==> config.mk <==
export PLATFORM = sky130hd
export DESIGN_NAME = baccarat_ctrl
export DESIGN_NICKNAME = d
export VERILOG_FILES = /design/src/rtl/baccarat_ctrl.sv
export SDC_FILE = /design/constraint.sdc
export NUM_CORES = 1
export LEC_CHECK = 0
export CELL_PAD_IN_SITES_DETAIL_PLACEMENT = 0
export CELL_PAD_IN_SITES_GLOBAL_PLACEMENT = 1
export CORE_MARGIN = 2
export CORE_UTILIZATION = 33
export DETAILED_ROUTE_END_ITERATION = 7
export PLACE_DENSITY_LB_ADDON = 0.1
export REMOVE_ABC_BUFFERS = 1
export SYNTH_ARGS = -nofsm -noshare
export SYNTH_HDL_FRONTEND = slang
export SYNTH_SLANG_ARGS = --single-unit
==> constraint.sdc <==
create_clock -name slow_clock -period 3.8 [get_ports slow_clock]
set_clock_uncertainty 0.05 [all_clocks]
set_input_delay 0.76 -clock slow_clock [delete_from_list [all_inputs] [get_ports slow_clock]]
set_output_delay 0.76 -clock slow_clock [all_outputs]
set_load 0.01 [all_outputs]
==> src/rtl/baccarat_ctrl.sv <==
// Baccarat hand sequencer: deals four cards, applies natural/player/banker draw rules, latches win lights.
// Optional full banker tableau in EVAL6 when BACCARAT_TABLEAU_EN is defined; otherwise dscore<=5 draws.
module baccarat_ctrl #(
  parameter int unsigned DONE_HOLD = 0
) (
  input  logic       slow_clock,
  input  logic       reset,
  input  logic [3:0] pcard3,
  input  logic [3:0] pscore,
  input  logic [3:0] dscore,
  output logic       load_pcard1,
  output logic       load_pcard2,
  output logic       load_pcard3,
  output logic       load_dcard1,
  output logic       load_dcard2,
  output logic       load_dcard3,
  output logic       player_win_light,
  output logic       dealer_win_light,
  output logic       hand_done
);

  // state     | meaning
  // DEAL_P1   | load player card 1
  // DEAL_D1   | load dealer card 1
  // DEAL_P2   | load player card 2
  // DEAL_D2   | load dealer card 2
  // EVAL4     | natural / player third-card decision
  // DEAL_P3   | load player card 3
  // EVAL6     | banker third-card decision
  // DEAL_D3   | load dealer card 3
  // DONE      | hand finished, lights valid
  typedef enum logic [3:0] {
    S_DEAL_P1, S_DEAL_D1, S_DEAL_P2, S_DEAL_D2, S_EVAL4,
    S_DEAL_P3, S_EVAL6, S_DEAL_D3, S_DONE
  } state_t;

  localparam logic [15:0] HOLD_INIT = (DONE_HOLD > 0) ? 16'(DONE_HOLD - 1) : 16'd0;

  state_t      state_q, state_d;
  logic [15:0] hold_q, hold_d;
  logic [5:0]  strobe_q, strobe_d;
  logic        pwin_q, pwin_d;
  logic        dwin_q, dwin_d;
  logic        done_q, done_d;

  logic [3:0]  p_sat, d_sat;
  logic        banker_draw;

  assign p_sat = (pscore > 4'd9) ? 4'd9 : pscore;
  assign d_sat = (dscore > 4'd9) ? 4'd9 : dscore;

`ifdef BACCARAT_TABLEAU_EN
  logic [3:0] v3;
  assign v3 = (pcard3 > 4'd9) ? 4'd0 : pcard3;

  always_comb begin
    banker_draw = 1'b0;
    case (d_sat)
      4'd0, 4'd1, 4'd2: banker_draw = 1'b1;
      4'd3:             banker_draw = (v3 != 4'd8);
      4'd4:             banker_draw = (v3 >= 4'd2) && (v3 <= 4'd7);
      4'd5:             banker_draw = (v3 >= 4'd4) && (v3 <= 4'd7);
      4'd6:             banker_draw = (v3 >= 4'd6) && (v3 <= 4'd7);
      default:          banker_draw = 1'b0;
    endcase
  end
`else
  logic unused_pcard3;
  assign unused_pcard3 = ^pcard3;
  assign banker_draw   = (d_sat <= 4'd5);
`endif

  always_comb begin
    state_d = state_q;
    hold_d  = hold_q;
    case (state_q)
      S_DEAL_P1: state_d = S_DEAL_D1;
      S_DEAL_D1: state_d = S_DEAL_P2;
      S_DEAL_P2: state_d = S_DEAL_D2;
      S_DEAL_D2: state_d = S_EVAL4;
      S_EVAL4: begin
        if ((p_sat >= 4'd8) || (d_sat >= 4'd8)) state_d = S_DONE;
        else if (p_sat <= 4'd5)                 state_d = S_DEAL_P3;
        else if (d_sat <= 4'd5)                 state_d = S_DEAL_D3;
        else                                    state_d = S_DONE;
      end
      S_DEAL_P3: state_d = S_EVAL6;
      S_EVAL6:   state_d = banker_draw ? S_DEAL_D3 : S_DONE;
      S_DEAL_D3: state_d = S_DONE;
      S_DONE: begin
        if (DONE_HOLD != 0) begin
          if (hold_q == 16'd0) state_d = S_DEAL_P1;
          else                 hold_d  = hold_q - 16'd1;
        end
      end
      default:   state_d = S_DEAL_P1;
    endcase
    // hold timer is a down-counter armed on entry to DONE
    if ((state_d == S_DONE) && (state_q != S_DONE)) hold_d = HOLD_INIT;
  end

  // Outputs are registered one cycle behind the state so reset leaves everything at 0.
  always_comb begin
    strobe_d = 6'b000000;
    case (state_q)
      S_DEAL_P1: strobe_d = 6'b100000;
      S_DEAL_D1: strobe_d = 6'b010000;
      S_DEAL_P2: strobe_d = 6'b001000;
      S_DEAL_D2: strobe_d = 6'b000100;
      S_DEAL_P3: strobe_d = 6'b000010;
      S_DEAL_D3: strobe_d = 6'b000001;
      default:   strobe_d = 6'b000000;
    endcase
    done_d = (state_q == S_DONE);
    pwin_d = pwin_q;
    dwin_d = dwin_q;
    if (state_q != S_DONE) begin
      pwin_d = 1'b0;
      dwin_d = 1'b0;
    end else if (!done_q) begin
      pwin_d = (p_sat >= d_sat);
      dwin_d = (d_sat >= p_sat);
    end
  end

  always_ff @(posedge slow_clock) begin
    if (reset) begin
      state_q  <= S_DEAL_P1;
      hold_q   <= 16'd0;
      strobe_q <= 6'b000000;
      pwin_q   <= 1'b0;
      dwin_q   <= 1'b0;
      done_q   <= 1'b0;
    end else begin
      state_q  <= state_d;
      hold_q   <= hold_d;
      strobe_q <= strobe_d;
      pwin_q   <= pwin_d;
      dwin_q   <= dwin_d;
      done_q   <= done_d;
    end
  end

  assign load_pcard1      = strobe_q[5];
  assign load_dcard1      = strobe_q[4];
  assign load_pcard2      = strobe_q[3];
  assign load_dcard2      = strobe_q[2];
  assign load_pcard3      = strobe_q[1];
  assign load_dcard3      = strobe_q[0];
  assign player_win_light = pwin_q;
  assign dealer_win_light = dwin_q;
  assign hand_done        = done_q;

endmodule
==> metrics.txt <==
outcome finished clean; P_int about 210 µW; Rel. slew slack slightly below 80%; #FFs+latches synth 13; Filler cells 197; Hold Path Sink dealer_win_light; initial antenna violation count 0; commonest non-fill, non-tap cell in the layout clkdlybuf4s50_1; post-CTS setup buffer count 0; syn avg cell area 8.446 µm²; post-synthesis cell count 76; synthesis-to-finish area growth 33.92%; H-tree lvl count 1; Routed Antenna Nets 0; Hold Vio Cnt, Final 0; hold wc startpoint dealer_win_light; Inserted Diodes 0; Min Clock Period, post-route around 2.2 ns; number of max-cap violations 0; fmax around 0.45 GHz; synth warn 0; r2r endpoint state_q[0]; footprint of the multi-input gates between 300 and 400 µm²; Max VDD drop around 290 µV; PostCTS Resize Cnt 0; Register Area 260.3 µm²; CTS buffer count 3; drt wl/cell roughly 10 µm; WL met3 roughly 50 µm; Sw Share 25.38%; R2R Path Start state_q[1]; Worst Setup End Kind flip-flop; area post-placement around 830 µm²; CP Class in -> reg; first-pass GRT wire length between 2000 and 2500 µm; DR vias/cell roughly 4.7; FF-to-FF path depth 4; Required @ worst endpoint about 3.9 ns; setup violators final 0; unrepaired setup endpoints after global routing false; uppermost layer routed met4; Post-DP HPWL between 900 and 1000 µm; fin. max-slew vios 0; Hold WS about 0.42 ns; reg2reg setup slack between 2 and 2.5 ns; 1st-iter DRT viols 13; die height 48.10 µm; Combinational Power Share 19.2%; clk sinks 13; Cell Area, Synth about 640 µm²; PwrDens between 300 and 400 nW/µm²; final net count about 110; DRC 0; Final GP Congestion 0.8016; Hold Buf Count CTS 0; FP Rows 15; Net Switching just over 70 µW; CTS Buffer Depth 2; DR vias 563; Final Cycle Share 58.04%; met2 wire len 511 µm; die area 2314 µm²; total track usage between 10% and 20%; synth unique cells 31; IO buf count 18; Core Footprint 1783 µm²; Leakage 0.0003273 µW; hold depth 2; clk slew on worst S/H paths roughly 0.070 ns; vias in the first global route ~480; Worst-Skew Late Latency approximately 0.26 ns; Setup TNS 0 ns; M1 wire length 654 µm; Sequential Power Share between 50 and 60%; sequential fraction of the synthesis area between 40% and 50%; layout cells sized above 1 between 5 and 6%; type of origin of the critical path primary input; Min-Delay Path Class reg -> reg; most frequent cells in the layout clkdlybuf4s50_1, dfxtp_1, nor2_1; I/O pin count 23; critical path peak fanout 7; TritonRoute pass-1 iters 4; largest net degree at the start of global routing 11; initial core utilization 36.00%; CP arrival roughly 2.3 ns; Final Cell Area 859.6 µm²; CTS tree built; Worst Tran Pin Value between 0.3 and 0.4 ns; Clock Power Share 28.3%; GRT overflow 0; DRT Wirelength between 1000 and 1500 µm; clk root buf clkbuf_4; Die Width approximately 48 µm
-- flip-flops by register name, indices dropped and copies added (netlist names) --
register	flops
hand_done	1
player_win_light	1
dealer_win_light	1
strobe_q	6
state_q	4
-- cell type report --
cell class              count  share of cell area (%)
multi-input cells          53                   39.45
flip-flops and latches     13                   30.28
repair buffers             18                   20.96
well taps                  25                   3.639
clock buffers               4                   3.057
inverters                   6                   2.620
-- synth_stat cells --
master	n	area share, %
dfxtp_1	13	41
nor2_1	8	4.7
nand2_1	7	4.1
inv_1	6	3.5
ha_1	4	7.8
a21oi_1	3	2.3
nor2b_1	3	2.9
a221oi_1	2	2.7
clkbuf_1	2	1.2
nand3_1	2	1.6
nor3_1	2	1.6
o21a_1	2	2.3
o21ai_0	2	1.6
o21ai_1	2	1.6
or3_1	2	1.9
a2111oi_1	1	1.6
a21oi_2	1	1.4
a22oi_1	1	1.2
a311o_1	1	1.6
a311oi_1	1	1.4
a41oi_1	1	1.4
and2_4	1	1.4
buf_2	1	0.78
buf_4	1	1.2
nand2b_1	1	0.98
nand3b_1	1	1.2
nand4_1	1	0.98
nor3b_1	1	1.2
o211ai_1	1	1.2
or2b_1	1	1.2
xor2_1	1	1.4
-- metrics by stage --
stage | util (%) | cells | power [µW] | worst slack (ns)
floorplan | - | 72 | 181.1 | 2.009
global placement | 46.74 | 115 | 206.8 | 1.314
detailed placement | 46.74 | 115 | 207.1 | 1.326
CTS | 48.21 | 119 | 288.9 | 1.596
global route | 48.21 | 119 | 302.7 | 1.497
finish | 48.21 | 119 | 284.0 | 1.594
-- routing by layer --
metal	track usage, %	vias to the layer above
li1	-	306
met3	5.556	2
met5	0	-
met1	20.00	245
met4	1.622	0
met2	18.13	10
-- cells by family (layout without fill, tap and decap cells) --
kind of cell / after synthesis / in the layout / synth area share [%]
AND/OR/NAND/NOR: 30 / 30 / 23.59
AO/OA/AOI/OAI: 18 / 18 / 20.08
flip-flops: 13 / 13 / 40.55
buffers and inverters: 10 / 28 / 6.628
adder cells (fa/ha/maj): 4 / 4 / 7.798
XOR/XNOR: 1 / 1 / 1.365
-- worst max-delay path, cell delays in order --
cell and delay [ns]:
clkdlybuf4s50_1 0.61, nor2b_1 0.10, ha_1 0.31, a21oi_1 0.19, o21ai_0 0.10, a221oi_1 0.25
-- power by group through the flow --
stage	sequential (µW)	combinational [µW]	clock [µW]
2_1_floorplan	152	28.8	0
3_3_place_gp	152	54.5	0
3_5_place_dp	152	54.7	0
4_1_cts	149	55.1	84.7
5_1_grt	151	61.0	91.2
6_report	149	54.5	80.3
-- how the worst max path moves through the flow --
stage,start,cells past startpoint,endpoint,slack (ns)
final,dscore[3],6,player_win_light,1.59
after global routing,dscore[3],6,player_win_light,1.50
after CTS,dscore[3],6,player_win_light,1.60
after detailed placement,dscore[3],6,player_win_light,1.33
after global placement,dscore[3],6,player_win_light,1.31
after floorplan,dscore[1],5,player_win_light,2.01
Power figures use the tool's default switching activity.
